### config.mk
export PLATFORM = sky130hd
export DESIGN_NAME = memo_apply_seq
export DESIGN_NICKNAME = d
export VERILOG_FILES = /design/src/rtl/memotable_pkg.sv /design/src/rtl/memo_next_idx.sv /design/src/rtl/memo_apply_seq.sv
export SDC_FILE = /design/constraint.sdc
export NUM_CORES = 1
export LEC_CHECK = 0
export BUFFER_PORTS_ARGS = -buffer_cell sky130_fd_sc_hd__buf_2
export CAP_MARGIN = 40
export CORE_ASPECT_RATIO = 0.8
export CORE_MARGIN = 2
export CORE_UTILIZATION = 54
export CTS_CLUSTER_DIAMETER = 150
export DETAILED_ROUTE_END_ITERATION = 10
export PLACE_DENSITY = 0.86
export SLEW_MARGIN = 20
export SYNTH_ARGS = -nofsm -noshare
export SYNTH_HDL_FRONTEND = slang
export SYNTH_SLANG_ARGS = --single-unit
### constraint.sdc
create_clock -name clk -period 6.35 [get_ports clk]
set_clock_uncertainty 0.15 [all_clocks]
set_input_delay 0.3175 -clock clk [delete_from_list [all_inputs] [get_ports clk]]
set_output_delay 0.3175 -clock clk [all_outputs]
set_load 0.1 [all_outputs]
### src/rtl/memotable_pkg.sv
// memotable_pkg: memo entry layout, sizing parameters and apply-sequencer state encoding.
package memotable_pkg;
  localparam int MEMO_MAX_WRITES = 3;
  localparam int XLEN = 32;
  localparam int REGW = 5;
  // One extra code point so idx can step past the top slot without wrapping.
  localparam int IDXW = $clog2(MEMO_MAX_WRITES + 1);
  typedef struct packed {
    logic [MEMO_MAX_WRITES-1:0]           wr_mask;
    logic [MEMO_MAX_WRITES-1:0][REGW-1:0] wr_ids;
    logic [MEMO_MAX_WRITES-1:0][XLEN-1:0] wr_vals;
    logic [XLEN-1:0]                      next_pc;
  } memo_entry_t;
  typedef enum logic [1:0] {IDLE, WRITE, REDIRECT} memo_seq_state_e;
endpackage

### src/rtl/memo_next_idx.sv
// memo_next_idx: find the first set mask bit at or above start_i and whether it is the last one.
module memo_next_idx import memotable_pkg::*; (
  input  logic [MEMO_MAX_WRITES-1:0] mask_i,
  input  logic [IDXW-1:0]            start_i,
  output logic                       found_o,
  output logic [IDXW-1:0]            idx_o,
  output logic                       last_o
);
  logic [IDXW-1:0] sel;
  always_comb begin
    found_o = 1'b0;
    sel = '0;
    last_o = 1'b1;
    for (int i = MEMO_MAX_WRITES - 1; i >= 0; i--)
      if (mask_i[i] && IDXW'(i) >= start_i) begin
        found_o = 1'b1;
        sel = IDXW'(i);
      end
    for (int i = 0; i < MEMO_MAX_WRITES; i++)
      if (mask_i[i] && IDXW'(i) > sel) last_o = 1'b0;
  end
  assign idx_o = sel;
endmodule

### src/rtl/memo_apply_seq.sv
// memo_apply_seq: apply a memo hit as RF writes sharing the core writeback port, then redirect fetch.
module memo_apply_seq import memotable_pkg::*; (
  input  logic            clk,
  input  logic            rst_n,
  input  logic            hit_valid_i,
  output logic            hit_ready_o,
  input  memo_entry_t     hit_entry_i,
  input  logic            core_wb_valid_i,
  input  logic [REGW-1:0] core_wb_addr_i,
  input  logic [XLEN-1:0] core_wb_data_i,
  input  logic            flush_i,
  output logic            rf_we_o,
  output logic [REGW-1:0] rf_waddr_o,
  output logic [XLEN-1:0] rf_wdata_o,
  output logic            redirect_valid_o,
  output logic [XLEN-1:0] redirect_pc_o,
  output logic            fetch_stall_o,
  output logic [15:0]     applied_cnt_o
);
  memo_seq_state_e state_q, state_d;
  logic [IDXW-1:0] idx_q, idx_d, ni;
  logic            issued_q, issued_d, nf, nl, abort, slot_go, mem_we;
  memo_entry_t     ent_q, ent_d;
  logic [15:0]     cnt_q, cnt_d;
  memo_next_idx u_next (
    .mask_i  (ent_q.wr_mask),
    .start_i (idx_q),
    .found_o (nf),
    .idx_o   (ni),
    .last_o  (nl)
  );
  // A flush may only cancel the application before any memo write reached the RF.
  assign abort   = (state_q == WRITE) && flush_i && !issued_q;
  assign slot_go = (state_q == WRITE) && nf && !abort && !core_wb_valid_i;
  assign mem_we  = slot_go && (ent_q.wr_ids[ni] != '0);
  assign hit_ready_o      = (state_q == IDLE) && !flush_i;
  assign fetch_stall_o    = state_q != IDLE;
  assign redirect_valid_o = state_q == REDIRECT;
  assign redirect_pc_o    = redirect_valid_o ? ent_q.next_pc : '0;
  assign rf_we_o          = core_wb_valid_i || mem_we;
  assign rf_waddr_o       = core_wb_valid_i ? core_wb_addr_i : mem_we ? ent_q.wr_ids[ni] : '0;
  assign rf_wdata_o       = core_wb_valid_i ? core_wb_data_i : mem_we ? ent_q.wr_vals[ni] : '0;
  assign applied_cnt_o    = cnt_q;
  always_comb begin
    state_d = state_q;
    idx_d = idx_q;
    issued_d = issued_q;
    ent_d = ent_q;
    cnt_d = cnt_q;
    if (hit_ready_o && hit_valid_i) begin
      ent_d = hit_entry_i;
      idx_d = '0;
      issued_d = 1'b0;
      state_d = |hit_entry_i.wr_mask ? WRITE : REDIRECT;
    end else if (abort) begin
      state_d = IDLE;
    end else if (state_q == WRITE && !nf) begin
      state_d = REDIRECT;
    end else if (slot_go) begin
      idx_d = ni + 1'b1;
      issued_d = 1'b1;
      state_d = nl ? REDIRECT : WRITE;
    end else if (state_q == REDIRECT) begin
      cnt_d = &cnt_q ? cnt_q : cnt_q + 16'd1;
      state_d = IDLE;
    end
  end
  always_ff @(posedge clk or negedge rst_n) begin
    if (!rst_n) begin
      state_q <= IDLE;
      idx_q <= '0;
      issued_q <= 1'b0;
      ent_q <= '0;
      cnt_q <= '0;
    end else begin
      state_q <= state_d;
      idx_q <= idx_d;
      issued_q <= issued_d;
      ent_q <= ent_d;
      cnt_q <= cnt_d;
    end
  end
endmodule
# Word-level counts from Yosys, hierarchy flattened
# Index checks and enable logic that the tools add are counted.
[word_totals]
ff_bits = 167
wordCells = 93
[classes]
addsub = 2
n_lt_le_gt_ge = 7
eq_ne = 4
muxes = 33
bitwise = 5
n_reduce_logical = 30
[ops]
columns = ["cell", "count"]
rows = [
  ["32-bit two-way mux", 4],
  ["32-bit binary-select mux with 2-bit select", 1],
  ["2-bit two-way mux", 14],
  ["16-bit by 1-bit adder with 16-bit output, second input constant", 1],
  ["16-bit AND reduction", 1],
  ["1-bit logical AND", 15],
  ["5-bit two-way mux", 3],
  ["5-bit binary-select mux with 2-bit select", 1],
  ["1-bit two-way mux", 10],
  ["5-bit nonzero test", 2],
  ["6-bit AND reduction", 1],
  ["1-bit logical NOT", 5],
  ["1-bit NOT", 5],
  ["1-bit by 2-bit >= comparator with 1-bit output, first input constant", 2],
  ["1-bit by 2-bit > comparator with 1-bit output, first input constant", 2],
  ["2-bit nonzero test", 2],
  ["2-bit by 3-bit less-than comparator with 1-bit output, second input constant", 1],
  ["3-bit AND reduction", 1],
  ["3-bit OR reduction", 1],
  ["2-bit by 1-bit adder with 2-bit output, second input constant", 1],
  ["2-bit by 1-bit == test with 1-bit output, second input constant", 1],
  ["2-bit == test, second input constant", 1],
  ["2-bit >= comparator, first input constant", 1],
  ["2-bit > comparator, first input constant", 1],
  ["4 further kinds", 4],
]

# Logic depth before layout (Yosys ltp)
[logic_depth]
depth_word = 15
ltp_mapped = 11

# Hierarchy
# From an unflattened synthesis, not the netlist that was laid out.
[unflattened]
hier_cells = 975
hier_area_um2 = 8345.5
[modules_own_cells]
columns = ["module", "instances", "cells_each", "area_per_inst_um2"]
rows = [
  ["memo_apply_seq", 1, 962, 8267.9],
  ["memo_next_idx", 1, 13, 77.6],
]

# Least setup slack after synthesis
# No wires, ideal clock.
[synth_path]
path_type = "flip-flop to output port"
from = "reg idx_q[1]"
to = "out rf_waddr_o[0]"
arrival_time_ns = 3.468
required_time_ns = 5.883
path_slack_ns = 2.414
path_stages_with_launch = 8
cell_sequence = "dfrtp_1 > inv_2 > o21ai_1 > nand3_2 > clkbuf_1 > clkbuf_1 > o21ai_0 > o21ai_0"
[synth_via]
elab_chain_len = 11
word_cells_on_any_way = 21
classes_between = "3 x order compare; 10 x mux; 8 x reduce/logical"
[synth_lines]
columns = ["element", "line_no", "text"]
rows = [
  ["start, declared", "memo_apply_seq.sv:21", "logic [IDXW-1:0] idx_q, idx_d, ni;"],
  ["start signal, assigned", "memo_apply_seq.sv:77", "idx_q <= idx_d;"],
  ["2-bit >= comparator", "memo_next_idx.sv:15", "if (mask_i[i] && IDXW'(i) >= start_i) begin"],
  ["1-bit logical AND", "memo_next_idx.sv:15", ""],
  ["2-bit two-way mux or 1-bit two-way mux (tied branches) (3 in series)", "memo_next_idx.sv:15", ""],
  ["5-bit binary-select mux with 2-bit select or 1-bit logical AND (tied branches)", "memo_apply_seq.sv:35, memo_apply_seq.sv:41, memo_apply_seq.sv:34", ""],
  ["5-bit two-way mux (not written as such) or 1-bit logical AND (tied branches)", "memo_apply_seq.sv:35, memo_apply_seq.sv:41, memo_apply_seq.sv:34", ""],
  ["5-bit nonzero test or 1-bit logical AND (tied branches)", "memo_apply_seq.sv:35, memo_apply_seq.sv:34", ""],
  ["1-bit logical AND", "memo_apply_seq.sv:35", "assign mem_we = slot_go && (ent_q.wr_ids[ni] != '0);"],
  ["5-bit two-way mux (*) (2 in series)", "memo_apply_seq.sv:41", "assign rf_waddr_o = core_wb_valid_i ? core_wb_addr_i : mem_we ? ent_q.wr_ids[ni] : '0;"],
  ["end, declared", "memo_apply_seq.sv:13", "output logic [REGW-1:0] rf_waddr_o,"],
]
# Every way passes the cells marked *; elsewhere a longest branch is shown, timed or not. The select of a mux whose other input is x is not followed.

# Worst setup path after layout
[layout_path]
from = "reg idx_q[1]"
to = "out rf_wdata_o[8]"
[layout_via]
elab_chain_len = 11
word_cells_on_any_way = 23
classes_between = "3 x order compare; 12 x mux; 8 x reduce/logical"
[layout_lines]
columns = ["element", "line_no", "text"]
rows = [
  ["2-bit >= comparator", "memo_next_idx.sv:15", ""],
  ["1-bit logical AND", "memo_next_idx.sv:15", ""],
  ["2-bit two-way mux or 1-bit two-way mux (tied branches) (3 in series)", "memo_next_idx.sv:15", ""],
  ["5-bit binary-select mux with 2-bit select or 1-bit logical AND (tied branches)", "memo_apply_seq.sv:35, memo_apply_seq.sv:34", ""],
  ["5-bit two-way mux (not written as such) or 1-bit logical AND (tied branches)", "memo_apply_seq.sv:35, memo_apply_seq.sv:34", ""],
  ["5-bit nonzero test or 1-bit logical AND (tied branches)", "memo_apply_seq.sv:35, memo_apply_seq.sv:34", ""],
  ["1-bit logical AND", "memo_apply_seq.sv:35", ""],
  ["32-bit two-way mux (*) (2 in series)", "memo_apply_seq.sv:42", "assign rf_wdata_o = core_wb_valid_i ? core_wb_data_i : mem_we ? ent_q.wr_vals[ni] : '0;"],
  ["end, declared", "memo_apply_seq.sv:14", "output logic [XLEN-1:0] rf_wdata_o,"],
]
# Marks and branches as above.

==> metrics <==
status=finished clean; total gr overflow=0; pre-CTS setup slack=2.76 ns; hold-critical path depth=2; CTS sink cnt=167; Synth Cell Area=7890 um^2; period utilisation layout=65.3%; clock power share=18.5%; RR Startpoint=idx_q[0]; Final Hold Viols=0; Setup TNS=0 ns; final setup fails=0; CTS tree=yes; Die Span Y=112 um; Pwr Total=5.20 mW; largest net degree at the start of global routing=85; DR WL/cell=16.1 um; die width=139 um; final non-filler cell total=1563; I/O Buffers=276; Final Slew Violations=0; DRC Markers=0; Comb pwr share=46.3%; delay-heaviest family, CP=buffers and inverters; cts bufs inserted=17; Core Rows=39; maximum vdd drop=0.000289 V; worst reg-to-reg setup slack=3.18 ns; FF+latch count, synth=167; max-cap viol count=0; top cells by area, synth=dfrtp_1 (53%), nand2_1 (25%), a22o_1 (3.6%); antenna violations before repair=1; Yosys top cell by area=dfrtp_1; Async S/R FF share, synth=100%; crit path cell chain=inv_2, o21ai_1, nand3_2, buf_4, inv_2, a222oi_1, a41oi_4, buf_8, a22o_1, buf_2; Final WS setup=2.20 ns; crit path time final=4.15 ns; setup repair after global routing missed its margin=false; Yosys warning total=0; post-synthesis area per instance=8.09 um^2; Placed Instances=1383; Most used DFF post-synth=dfrtp_1; crit path DAT=3.68 ns; Gate Count Post-Synth=975; first drt pass iteration count=7; Hold Crit Endpoint=ent_q[26]; Root Driver=clkbuf_16; synth unique cells=46; Total Wirelength=25100 um; Core Util, Final=79.6%; Net Sw Power=2.45 mW; detailed placer's ending HPWL=13800 um; cts repair resizes=0; CP required=5.88 ns; detailed router's first-iteration violation count=697; CTS max path bufs=2; Final nets=1555; reg-to-reg endpoint=state_q[1]; sequential share of the synthesized area=53.0%; worst min path class=flip-flop to flip-flop; DR vias=8323; Final Wtd Congestion=0.845; internal power=2.75 mW; switching portion of total power=47.1%; cell mode on critical path=inv_2; worst r2r path cells=10; layout cells sized above 1=24.0%; placed inst area=9360 um^2; Clock transition at path regs=0.06 ns; Setup crit end kind=output pin; EDFF count, synth=0; Starting Density=55.2%; Yosys top cell area share=53.0%; fmax=241 MHz; DRT antenna net count=0; global-route wire length before repair=40400 um; worst-path maximum fanout=67; Min Hold Slack=0.313 ns; die area=15600 um^2; headroom to the max-slew limit=43.3%; crit path kind=flip-flop to output pin; most common cell in the synthesized netlist=nand2_1; Flop pwr share=35.1%; htree depth=4; slowest stage delay, CP=0.67 ns; synth cell count leaders=nand2_1 (523), dfrtp_1 (167), nor2_1 (43); static leakage=6.20 nW; CP bufs+invs=5; cell area after layout=11400 um^2; I/O Pins=277; Worst path slowest cell=a222oi_1; hold_sp=ent_q[26]; Core Footprint=14300 um^2; worst skew pair latency=0.42 ns; Power Density=457 nW/um^2; number of global-route vias before repair=8420; actual slew at the worst max-slew pin=0.850 ns; vias per cell=5.33; Area Overhead vs Synth=44.3%; Tot GR Track Use=32.3%; Setup crit start kind=flip-flop; syn_nets=1165
-- cells in the final DEF (no fill, tap or decap), drive strengths merged, types with 5 or more instances in the layout --
cell type    count
nand2          523
buf            283
dfrtp          167
dlygate4sd3    147
nor2            43
and2            35
a31oi           32
a22o            32
clkbuf          24
xnor2           11
o21ai           11
nand3            7
clkinv           7
nand4            5
inv              5
a21oi            5
nand2b           5
-- cell families (layout without fill, tap and decap cells) --
kind of cell / count (synthesis) / in the layout / synth area share, %
adders and majority gates: 2 / 2 / 0.317
other: 0 / 1 / 0
AOI/OAI and AO/OA: 91 / 91 / 8.55
DFF: 167 / 167 / 53.0
buffers and inverters: 64 / 467 / 3.65
muxes: 4 / 4 / 0.587
xor gates and xnor gates: 14 / 14 / 1.55
and+or+nand+nor: 633 / 633 / 32.4
-- area by class of cell --
type | instances | area (um^2)
Sequential cell | 167 | 4180
Inverter | 5 | 18.8
Tap cell | 184 | 230
Timing Repair Buffer | 430 | 2960
Fill cell | 888 | 2920
Clock inverter | 8 | 46.3
Antenna cell | 1 | 2.50
Multi-Input combinational cell | 744 | 3440
Clock buffer | 24 | 502
-- worst max-delay path by stage --
stage	from	end	slack, ns	cells past startpoint
after floorplan	idx_q[1]	rf_waddr_o[0]	2.41	7
after global placement	idx_q[1]	rf_wdata_o[4]	2.68	8
after detailed placement	ent_q[143]	rf_we_o	2.76	10
after CTS	ent_q[143]	rf_we_o	2.32	10
after global routing	ent_q[143]	rf_wdata_o[23]	2.11	10
final	idx_q[1]	rf_wdata_o[8]	2.20	10
-- what timing repair did --
action | in CTS | in global routing
endpoints found under the hold margin | 229 | 0
hold buffers | 147 | 0
buffers inserted | 0 | 0
-- state kept, by name, summed over array words and instances, names as in the netlist --
signal,cells
idx_q,2
issued_q,1
ent_q,146
applied_cnt_o,16
state_q,2
-- metal layers --
| layer | vias up | track usage (%) | wire length (um) |
|---|---|---|---|
| met5 | - | 0 | 0 |
| met4 | 0 | 16.7 | 1180 |
| met3 | 104 | 7.04 | 1650 |
| met2 | 421 | 55.9 | 12600 |
| met1 | 3901 | 38.4 | 9680 |
| li1 | 3897 | - | - |
-- power groups by stage --
stage / Clock [mW] / Combinational (mW) / Sequential [mW]
global placement: 0 / 2.20 / 1.80
finish: 0.965 / 2.41 / 1.83
floorplan: 0 / 1.74 / 1.83
global route: 1.03 / 2.61 / 1.88
CTS: 0.965 / 2.36 / 1.81
detailed placement: 0 / 2.27 / 1.82
-- worst register-to-register path, cell delays in order (launching register included) --
cell	delay [ns]
dfrtp_1	0.41
nand2b_2	0.18
and3_4	0.53
inv_2	0.43
ha_1	0.31
or2b_1	0.25
mux2i_1	0.18
nand2_1	0.12
nand3b_1	0.12
a21oi_1	0.07
a221o_1	0.29
(Power assumes the default switching activity.)
